### config.mk
export PLATFORM = sky130hd
export DESIGN_NAME = contador_bcd_display_flat
export DESIGN_NICKNAME = d
export VERILOG_FILES = /design/src/rtl/contador_bcd_display_pkg.sv /design/src/rtl/contador_bcd_display_if.sv /design/src/rtl/contador_bcd_display_sincronizador.sv /design/src/rtl/contador_bcd_display.sv /design/src/flat_wrapper.sv
export SDC_FILE = /design/constraint.sdc
export NUM_CORES = 1
export LEC_CHECK = 0
export BUFFER_PORTS_ARGS = -buffer_cell sky130_fd_sc_hd__buf_2
export CAP_MARGIN = 20
export CORE_MARGIN = 2
export CORE_UTILIZATION = 50
export DETAILED_ROUTE_END_ITERATION = 10
export PLACE_DENSITY = 0.73
export SYNTH_ARGS = -nofsm -noshare
export SYNTH_HDL_FRONTEND = slang
export SYNTH_SLANG_ARGS = --single-unit
### constraint.sdc
create_clock -name clk -period 1.2 [get_ports clk]
set_input_delay 0.24 -clock clk [delete_from_list [all_inputs] [get_ports clk]]
set_output_delay 0.24 -clock clk [all_outputs]
set_load 0.01 [all_outputs]
### src/rtl/contador_bcd_display_pkg.sv
`default_nettype none
// ============================================================================
// pacote_display : mode codes, digit count and BCD helpers for the display
// Revision 1.0
// ============================================================================
package pacote_display;

    localparam logic [1:0] MODO_LIMPA = 2'b00;
    localparam logic [1:0] MODO_SOBE  = 2'b01;
    localparam logic [1:0] MODO_DESCE = 2'b10;
    localparam logic [1:0] MODO_PAUSA = 2'b11;

    localparam int NUM_DIGITOS      = 4;
    localparam int LARGURA_CONTAGEM = 4 * NUM_DIGITOS;

    // Active-low {g,f,e,d,c,b,a}; non-BCD codes blank the digit.
    function automatic logic [6:0] bcd_para_7seg(input logic [3:0] digito);
        logic [6:0] padrao;
        case (digito)
            4'd0:    padrao = 7'b1000000;
            4'd1:    padrao = 7'b1111001;
            4'd2:    padrao = 7'b0100100;
            4'd3:    padrao = 7'b0110000;
            4'd4:    padrao = 7'b0011001;
            4'd5:    padrao = 7'b0010010;
            4'd6:    padrao = 7'b0000010;
            4'd7:    padrao = 7'b1111000;
            4'd8:    padrao = 7'b0000000;
            4'd9:    padrao = 7'b0010000;
            default: padrao = 7'b1111111;
        endcase
        return padrao;
    endfunction

    function automatic logic [LARGURA_CONTAGEM-1:0] bcd_incrementa(
        input logic [LARGURA_CONTAGEM-1:0] valor);
        logic [LARGURA_CONTAGEM-1:0] r;
        logic                        vai;
        r   = valor;
        vai = 1'b1;
        for (int i = 0; i < NUM_DIGITOS; i++) begin
            if (vai) begin
                if (valor[4*i +: 4] == 4'd9) begin
                    r[4*i +: 4] = 4'd0;
                end else begin
                    r[4*i +: 4] = valor[4*i +: 4] + 4'd1;
                    vai         = 1'b0;
                end
            end
        end
        return r;
    endfunction

    function automatic logic [LARGURA_CONTAGEM-1:0] bcd_decrementa(
        input logic [LARGURA_CONTAGEM-1:0] valor);
        logic [LARGURA_CONTAGEM-1:0] r;
        logic                        empresta;
        r        = valor;
        empresta = 1'b1;
        for (int i = 0; i < NUM_DIGITOS; i++) begin
            if (empresta) begin
                if (valor[4*i +: 4] == 4'd0) begin
                    r[4*i +: 4] = 4'd9;
                end else begin
                    r[4*i +: 4] = valor[4*i +: 4] - 4'd1;
                    empresta    = 1'b0;
                end
            end
        end
        return r;
    endfunction

endpackage
`default_nettype wire

### src/rtl/contador_bcd_display_if.sv
`default_nettype none
// ============================================================================
// contador_bcd_display_if : divider ticks, mode switches and display outputs
// Revision 1.0
// ============================================================================
interface contador_bcd_display_if;
    import pacote_display::*;

    logic                        tick_lento;
    logic                        tick_rapido;
    logic                        ch1;
    logic                        ch0;
    logic [NUM_DIGITOS-1:0]      anodo;
    logic [6:0]                  segmentos;
    logic [LARGURA_CONTAGEM-1:0] contagem;

    modport master (
        output tick_lento, tick_rapido, ch1, ch0,
        input  anodo, segmentos, contagem
    );

    modport slave (
        input  tick_lento, tick_rapido, ch1, ch0,
        output anodo, segmentos, contagem
    );
endinterface
`default_nettype wire

### src/rtl/contador_bcd_display_sincronizador.sv
`default_nettype none
// ============================================================================
// sincronizador_borda : 2-flop synchroniser plus edge flop (rising-edge pulse)
// Revision 1.0
// ============================================================================
module sincronizador_borda (
    input  logic clk,
    input  logic rst_n,
    input  logic entrada,
    output logic nivel,
    output logic pulso
);
    logic [2:0] sinc_q;

    always_ff @(posedge clk or negedge rst_n) begin
        if (!rst_n) begin
            sinc_q <= 3'b000;
        end else begin
            sinc_q <= {sinc_q[1:0], entrada};
        end
    end

    assign nivel = sinc_q[1];
    assign pulso = sinc_q[1] & ~sinc_q[2];
endmodule
`default_nettype wire

### src/rtl/contador_bcd_display.sv
`default_nettype none
// ============================================================================
// contador_bcd_display : 4-digit BCD up/down counter with multiplexed display
// Revision 1.0
// ============================================================================
module contador_bcd_display
    import pacote_display::*;
#(
    parameter bit ANODO_ATIVO = 1'b0,
    parameter bit SEG_ATIVO   = 1'b0
) (
    input  logic                   clk,
    input  logic                   rst_n,
    contador_bcd_display_if.slave  bus
);
    localparam logic [NUM_DIGITOS-1:0] C_ANODO_INATIVO = {NUM_DIGITOS{~ANODO_ATIVO}};
    localparam logic [6:0]             C_SEG_INATIVO   = {7{~SEG_ATIVO}};

    // Assertion is immediate; release is retimed so every flop leaves reset together.
    logic [1:0] rst_sinc_q;
    logic       w_rst_n;

    always_ff @(posedge clk or negedge rst_n) begin
        if (!rst_n) begin
            rst_sinc_q <= 2'b00;
        end else begin
            rst_sinc_q <= {rst_sinc_q[0], 1'b1};
        end
    end

    assign w_rst_n = rst_sinc_q[1];

    logic w_pulso_lento, w_pulso_rapido;
    logic w_nivel_lento_unused, w_nivel_rapido_unused;
    logic w_ch1, w_ch0, w_ch1_pulso_unused, w_ch0_pulso_unused;

    sincronizador_borda u_sinc_lento (
        .clk(clk), .rst_n(w_rst_n), .entrada(bus.tick_lento),
        .nivel(w_nivel_lento_unused), .pulso(w_pulso_lento)
    );

    sincronizador_borda u_sinc_rapido (
        .clk(clk), .rst_n(w_rst_n), .entrada(bus.tick_rapido),
        .nivel(w_nivel_rapido_unused), .pulso(w_pulso_rapido)
    );

    sincronizador_borda u_sinc_ch1 (
        .clk(clk), .rst_n(w_rst_n), .entrada(bus.ch1),
        .nivel(w_ch1), .pulso(w_ch1_pulso_unused)
    );

    sincronizador_borda u_sinc_ch0 (
        .clk(clk), .rst_n(w_rst_n), .entrada(bus.ch0),
        .nivel(w_ch0), .pulso(w_ch0_pulso_unused)
    );

    logic [1:0]                  w_modo;
    logic [LARGURA_CONTAGEM-1:0] contagem_q, contagem_d;
    logic [1:0]                  indice_q;
    logic [NUM_DIGITOS-1:0]      anodo_q, w_anodo_sel;
    logic [6:0]                  segmentos_q, w_seg_sel;
    logic [3:0]                  w_digito;

    assign w_modo = {w_ch1, w_ch0};

    always_comb begin
        contagem_d = contagem_q;
        case (w_modo)
            MODO_LIMPA: contagem_d = '0;
            MODO_SOBE:  if (w_pulso_lento) contagem_d = bcd_incrementa(contagem_q);
            MODO_DESCE: if (w_pulso_lento) contagem_d = bcd_decrementa(contagem_q);
            default:    contagem_d = contagem_q;
        endcase
    end

    // A scan pulse latches the digit at the current index, then moves on.
    assign w_digito  = contagem_q[{indice_q, 2'b00} +: 4];
    assign w_seg_sel = SEG_ATIVO ? ~bcd_para_7seg(w_digito) : bcd_para_7seg(w_digito);

    always_comb begin
        w_anodo_sel           = C_ANODO_INATIVO;
        w_anodo_sel[indice_q] = ANODO_ATIVO;
    end

    always_ff @(posedge clk or negedge w_rst_n) begin
        if (!w_rst_n) begin
            contagem_q  <= '0;
            indice_q    <= 2'd0;
            anodo_q     <= C_ANODO_INATIVO;
            segmentos_q <= C_SEG_INATIVO;
        end else begin
            contagem_q <= contagem_d;
            if (w_modo == MODO_LIMPA) begin
                indice_q    <= 2'd0;
                anodo_q     <= C_ANODO_INATIVO;
                segmentos_q <= C_SEG_INATIVO;
            end else if (w_pulso_rapido) begin
                indice_q    <= indice_q + 2'd1;
                anodo_q     <= w_anodo_sel;
                segmentos_q <= w_seg_sel;
            end
        end
    end

    assign bus.contagem  = contagem_q;
    assign bus.anodo     = anodo_q;
    assign bus.segmentos = segmentos_q;
endmodule
`default_nettype wire

### src/flat_wrapper.sv
// flat-port wrapper written by rule: the top's interface ports become plain ports
module contador_bcd_display_flat import pacote_display::*;
#(
    parameter bit ANODO_ATIVO = 1'b0,
    parameter bit SEG_ATIVO   = 1'b0
)
  (clk, rst_n, bus_tick_lento, bus_tick_rapido, bus_ch1, bus_ch0, bus_anodo, bus_segmentos, bus_contagem);
  contador_bcd_display_if bus_i ();
  input  logic clk;
  input  logic rst_n;
  input wire logic [$bits(bus_i.tick_lento)-1:0] bus_tick_lento;
  input wire logic [$bits(bus_i.tick_rapido)-1:0] bus_tick_rapido;
  input wire logic [$bits(bus_i.ch1)-1:0] bus_ch1;
  input wire logic [$bits(bus_i.ch0)-1:0] bus_ch0;
  output wire logic [$bits(bus_i.anodo)-1:0] bus_anodo;
  output wire logic [$bits(bus_i.segmentos)-1:0] bus_segmentos;
  output wire logic [$bits(bus_i.contagem)-1:0] bus_contagem;
  assign bus_i.tick_lento = bus_tick_lento;
  assign bus_i.tick_rapido = bus_tick_rapido;
  assign bus_i.ch1 = bus_ch1;
  assign bus_i.ch0 = bus_ch0;
  assign bus_anodo = bus_i.anodo;
  assign bus_segmentos = bus_i.segmentos;
  assign bus_contagem = bus_i.contagem;
  contador_bcd_display #(.ANODO_ATIVO(ANODO_ATIVO), .SEG_ATIVO(SEG_ATIVO)) u_core (.clk(clk), .rst_n(rst_n), .bus(bus_i));
endmodule
### Word-level counts from Yosys, hierarchy flattened

Memory sizes are Yosys's and may differ from the RTL's.
Cells that the tools add are included.

* multiplexer cells: 47
* equality and inequality tests: 14
* reduce and logical (&&, ||, !) cells: 12
* add/subtract/negate cells: 9
* shifts and indexed selects: 1
* order comparisons: 2
* bitwise operators: 5

Operators by type and width (number)
* $mux W4: 16
* $pmux W16 S3: 1
* $mux W16: 2
* $mux W1: 23
* $add A4 B1 Y4 const B: 4
* $eq A4 B4 Y1 const B: 4
* $logic_not A4 Y1: 4
* $shiftx A16 B5 Y4: 1
* $sub A4 B1 Y4 const B: 4
* $reduce_and A5 Y1: 3
* $mux W7: 2
* $ne A2 B1 Y1 const B: 6
* $mux W2: 2
* $ne A2 B2 Y1 const B: 2
* $not A4 Y4: 1
* $lt A2 B3 Y1 const B: 1
* $reduce_and A3 Y1: 1
* $reduce_bool A3 Y1: 1
* $add A2 B1 Y2 const B: 1
* $and A1 B1 Y1: 2
* $demux W1 S2: 1
* $eq A2 B1 Y1 const B: 1
* $eq A2 B2 Y1 const B: 1
* $ge A2 B1 Y1 const B: 1
* 4 further kinds: 5

* memories: 1
* input port bits: 6
* bits in read-only memories: 112
* flip-flop bits (word level): 41
* output and inout bits: 27

Memories
* (name not given): words 16, width 7, read ports 1, clocked after Yosys merged registers in 0, write ports 0, line contador_bcd_display_pkg.sv:19 `case (digito)`

### Longest topological paths before layout

* depth in word-level cells: 13
* depth in mapped cells: 10
* mapped depth without buffers: 7

### By module

From an unflattened synthesis, not the netlist that was laid out.

* cell total of the unflattened synthesis: 282
* area, all modules: 2829.0 µm²

By module, submodules not included
* contador_bcd_display: cells each 266, seq. area each 789.5 µm², area an instance 2473.6 µm², instances 1
* sincronizador_borda: cells each 4, seq. area each 75.1 µm², area an instance 88.8 µm², instances 4

### Worst setup path before layout

OpenSTA, ideal clock, no wires.

* kind: register to register
* from: reg u_core.contagem_q[0] (netlist: u_core.bus.contagem[0])
* to: reg u_core.contagem_q[13] (netlist: u_core.bus.contagem[13])
* period minus slack after synthesis: 2.048 ns
* data arrival time: 1.923 ns
* setup time: 0.125 ns
* slack: -0.848 ns
* stages on the path, launching flop included: 8
* cell sequence: dfrtp_1 -> inv_1 -> ha_1 -> nor4b_1 -> or3_4 -> and4_4 -> buf_6 -> mux2_4

* word-level cells in the longest chain between the ends: 12
* elaborated cells on any way between the ends: 23
* classes of those cells: eq/ne: 3; mux: 18; reduce/logical: 2

Ends and longest elaborated chain
* start, declared: line contador_bcd_display.sv:58 `logic [LARGURA_CONTAGEM-1:0] contagem_q, contagem_d;`
* start signal, assigned: line contador_bcd_display.sv:92 `contagem_q <= contagem_d;`
* $eq A4 B4 Y1 or $logic_not A4 Y1 (tied branches): line contador_bcd_display_pkg.sv:43, contador_bcd_display_pkg.sv:62
* $mux W1, on equally long branches: line contador_bcd_display_pkg.sv:43, contador_bcd_display_pkg.sv:62
* $mux W1, on equally long branches: line contador_bcd_display.sv:70, contador_bcd_display.sv:71
* $mux W1: line contador_bcd_display.sv:68 `case (w_modo)`
* $mux W1, on equally long branches: line contador_bcd_display_pkg.sv:42, contador_bcd_display_pkg.sv:61
* $mux W1, on equally long branches: line contador_bcd_display.sv:70, contador_bcd_display.sv:71
* $mux W1: line contador_bcd_display.sv:68
* $mux W1, on equally long branches: line contador_bcd_display_pkg.sv:42, contador_bcd_display_pkg.sv:61
* $mux W1, on equally long branches: line contador_bcd_display.sv:70, contador_bcd_display.sv:71
* $mux W1: line contador_bcd_display.sv:68
* $ne A2 B1 Y1 (no source line)
* $reduce_and A5 Y1 (no source line) (*)

Every way passes the cells marked *; elsewhere a longest branch is shown, timed or not. The select of a mux whose other input is x is not followed.
A chain may end at the register's enable or synchronous reset.

### Worst setup path after layout

* from: reg u_core.u_sinc_ch0.sinc_q[1]
* to: reg u_core.contagem_q[4] (netlist: u_core.bus.contagem[4])

* word-level cells in the longest chain between the ends: 3
* elaborated cells on any way between the ends: 10
* classes of those cells: eq/ne: 6; mux: 1; reduce/logical: 3

Ends and longest elaborated chain
* start, declared: line contador_bcd_display_sincronizador.sv:13 `logic [2:0] sinc_q;`
* start signal, assigned: line contador_bcd_display_sincronizador.sv:19 `sinc_q <= {sinc_q[1:0], entrada};`
* $eq A2 B2 Y1, or another cell as far along: line contador_bcd_display.sv:68
* $ne A2 B1 Y1 (no source line), or another cell as far along
* $reduce_and A5 Y1 (no source line)

Several ways; a longest one is shown, not always the timed one.

==> results by stage <==
STA:
- In the post-route analysis, the smallest setup slack over all paths is -821 ps.
- Based on the critical path, the design can be clocked at up to 0.495 GHz.
- The final max-slew violation count is 0.
- The final critical-path required period is 2020 ps.
- On the final layout, the worst clock skew is 11.1 ps.
- For the pin with the worst max-slew slack, the measured transition is 481 ps.
- The headroom to the max-slew limit is 0.675.
- In the finished design, the share of the clock period the worst path needs comes to 1.68.
- Setup repair after global routing could not meet its margin everywhere.
- Setup violations remaining at the end of the flow were counted as 47.
- The total count of hold-check failures in the final report is 0.

Yosys:
- By count the netlist is led by sky130_fd_sc_hd__dfrtp_1 (30), sky130_fd_sc_hd__nor2_1 (30), sky130_fd_sc_hd__a21oi_1 (29).
- Counting flops with an async set or reset pin after synthesis yields a share of 1.00.
- Of the post-synthesis cell area, the dominant cell type holds 0.287.
- The average cell area after synthesis is 9.42 um2.
- Ranked by total cell area, the synthesized netlist is headed by sky130_fd_sc_hd__dfrtp_1 (29%), sky130_fd_sc_hd__ha_1 (12%), sky130_fd_sc_hd__dfstp_2 (11%).
- The Yosys step of the flow raised 0 warnings.
- The largest area contributor in the synthesized netlist is sky130_fd_sc_hd__dfrtp_1.
- The mapped netlist covers 2620 um2.
- In this run, synthesis produced a sequential element count of 41.
- The commonest register cell after synthesis is sky130_fd_sc_hd__dfrtp_1.
- The number of nets produced by synthesis is 310.
- The number of enable flip-flop cells after synthesis is 0.
- The distinct cell type count of the synthesized netlist is 47.
- The cell count after synthesis is 278.
- The post-synthesis sequential area ratio is 0.397.

Clocking:
- The total clock buffers created by CTS is 5.
- The CTS root buffer is sky130_fd_sc_hd__clkbuf_8.
- Counting along the longest clock path gives a buffer depth of 2.
- The clock tree from TritonCTS is done.
- The count of clock tree sinks is 41.
- The clock transition at the registers of the reported paths is 90 ps.
- For the worst-skew pair, the clock arrives at the later sink with an insertion delay of 310 ps.
- In this run the number of H-tree levels came out at 2.

Critical path:
- The slowest stage of the critical path is the sky130_fd_sc_hd__dfrtp_1 cell.
- The worst setup path is of the register to register kind.
- The beginning of the critical path is u_core.u_sinc_ch0.sinc_q[1]$_DFF_PN0_.
- The sort of element at the end of the critical path is a register.
- In this run the critical register-to-register path is captured at u_core.bus.contagem[4]$_DFFE_PN0P_.
- The path length in cells of the critical path is 8.
- The cell type group with the largest total delay on the critical path is simple AND/OR/NAND/NOR gates.
- At the worst endpoint, the arrival time is 2200 ps.
- The end of the critical path is u_core.bus.contagem[4]$_DFFE_PN0P_.
- In this design, the stage delay of the slowest critical-path cell is 410 ps.
- The number of buffers and inverters on the critical path is 2.
- The critical path goes through inv_2 -> ha_4 -> nor4bb_4 -> or3_4 -> buf_4 -> nand2_4 -> o21ai_1 -> o31ai_2.
- The data required time at the worst endpoint is 1380 ps.
- The slack of the worst reg-to-reg path is -820 ps.
- The startpoint type of the worst setup path is a register.
- Counting cells, the worst reg-to-reg path comes to 8.
- The worst register-to-register path begins at u_core.u_sinc_ch0.sinc_q[1]$_DFF_PN0_.
- Along the worst path, the maximum fanout reaches 6.

Outcome:
- The checks that failed: negative setup slack.
- The run finished, with violations left.

Floorplan:
- The count of pins on the block boundary is 33.
- The height of the die is 76.4 um.
- In this run the core area contains 26 standard-cell rows.
- The x dimension of the die is 76.4 um.
- The region available for standard cell placement spans 5070 um2.
- The floorplan step defined a die boundary enclosing 5840 um2.
- The initial utilization of the core area, before any placement, comes to 0.516.

Layout:
- The final cell utilization of the core is 0.852.
- The fill cell total of the finished layout is 255.
- The number of antenna diodes in the final layout is 0.
- Of the cells placed in the final design, the portion with a size suffix greater than 1 is 0.579.
- Compared with the post-synthesis result, the final layout area differs by 65.1%.
- At the end of the flow, the number of nets in the layout was 430.
- The count of cells in the finished layout, fillers not included, comes to 469.

Min path:
- The path class of the tightest hold or removal check is primary input to register.
- The hold path startpoint is bus_tick_rapido.

Routing:
- The number of remaining DRC errors is 0.
- The via count is 2860.
- In the final routed layout, each cell accounts on average for 21.4 um.
- For this run, the detailed router's first-pass iteration total came to 5.
- In this run, the number of DRC markers left after iteration 0 of detailed routing was 387.
- Using the TritonRoute via totals, the vias-per-cell ratio works out to 6.10.
- The count of nets left with antenna violations after detail routing is 0.
- The routed wire length is 10000 um.

Global routing:
- The maximum number of pins on one net before global-route repair is 26.
- The first global-routing pass estimated 12900 um of wire.
- After global routing the overflow that remains totals 0.
- The number of antenna violations at the first check in global routing is 0.
- Across every metal layer, demand over resource in global routing totals 0.281.
- The number of global-route vias before repair is 2650.

Place:
- Routability-driven placement finished with a final weighted congestion of 0.860.
- The HPWL after detailed placement is 4780 um.
- In this run the tool buffered the top-level ports with 32 buffer cells.
- The number of cells in the design after placement is 432.
- The worst slack at placement is -849 ps.

Flow run:
- The number of maximum-capacitance constraint violations is 0.

Power:
- The cell leakage power is 1.90 nW.
- For this design the ratio of total power to cell area is 1760 nW/um2.
- The worst-case IR drop observed on VDD is 1.17 mV.
- Power comes to 7.60 mW.
-- per-layer routing --
metal  share of wire  up-vias  GRT usage
met5               0        -          0
met4           0.050        0      0.131
met3           0.069       49     0.0581
met2            0.49      186      0.462
met1            0.39     1399      0.358
li1                -     1226          -
-- sequential cells by signal (all words and copies together) (netlist names) --
register                     count
u_core.bus.anodo                 4
u_core.bus.contagem             16
u_core.bus.segmentos             7
u_core.indice_q                  2
u_core.rst_sinc_q                2
u_core.u_sinc_ch0.sinc_q         2
u_core.u_sinc_ch1.sinc_q         2
u_core.u_sinc_lento.sinc_q       3
u_core.u_sinc_rapido.sinc_q      3
-- cells in the final DEF, fill, tap and decap left out, drive strengths merged, types with 3 or more instances in the layout --
master    n
dfrtp    30
buf     127
mux4      4
dfstp    11
o22ai     3
nor3      4
o21ai    17
a32o      3
a31oi     5
a21oi    29
nand2    19
nor4b     4
nand3     5
a211o     4
nor4bb    3
nor2b     3
nand2b    3
nor2     31
inv      23
ha       26
or3       4
clkbuf    5
o31ai     7
-- power by group --
group / switching [mW] / internal, mW / total [mW]
clock: 0.546 / 0.838 / 1.38
sequential: 0.305 / 1.69 / 2.00
combinational: 2.03 / 2.19 / 4.22
-- metrics by stage --
| stage | setup TNS [ps] | hold WS (ps) | area [um2] |
|---|---|---|---|
| floorplan | -10620 | -55.6 | 2690 |
| global route | -18110 | 25.3 | 4330 |
| detailed placement | -15340 | 27.1 | 3320 |
| global placement | -13580 | 24.4 | 3320 |
| CTS | -13050 | 28.7 | 3980 |
| finish | -16700 | 27.8 | 4330 |
-- worst min-delay path by stage --
stage,to,slack (ps),depth (start not counted)
floorplan,u_core.rst_sinc_q[0]$_DFF_PN0_,-60,0
global placement,u_core.rst_sinc_q[0]$_DFF_PN0_,20,1
detailed placement,u_core.rst_sinc_q[0]$_DFF_PN0_,30,1
CTS,u_core.u_sinc_rapido.sinc_q[0]$_DFF_PN0_,30,1
global route,u_core.u_sinc_rapido.sinc_q[0]$_DFF_PN0_,30,1
finish,u_core.u_sinc_rapido.sinc_q[0]$_DFF_PN0_,30,1
-- logic make-up after synthesis --
group | synth area share
flops | 0.397
other cells | 0.00143
mux | 0.0439
simple gates | 0.156
xor+xnor | 0.00334
compound gates | 0.207
buf+inv | 0.0673
fa+ha+maj | 0.124
-- worst reg2reg max path, delay by kind of cell, from the launching register on --
| kind | cells | cell delay, ps |
|---|---|---|
| fa+ha+maj | 1 | 220 |
| buf+inv | 2 | 220 |
| flops | 1 | 410 |
| compound gates | 2 | 430 |
| simple gates | 3 | 630 |
-- final cells by class --
cell class                 instances  area (um2)  area share
tap                               70        87.6      0.0202
sequential                        41        1060       0.244
timing repair buffer             128        1180       0.273
inverter                          23        97.6      0.0226
multi-input combinational        199        1760       0.408
clock buffer                       5        68.8      0.0159
clock inverter                     3        68.8      0.0159
-- what timing repair did --
item	CTS	global route
setup buffers	14	21
resized for setup	91	62
endpoints found under the hold margin	2	0
pin swaps	12	23
setup endpoints to repair	49	55
hold buffers	1	0
Note: power is estimated with default switching activity, not from simulation.
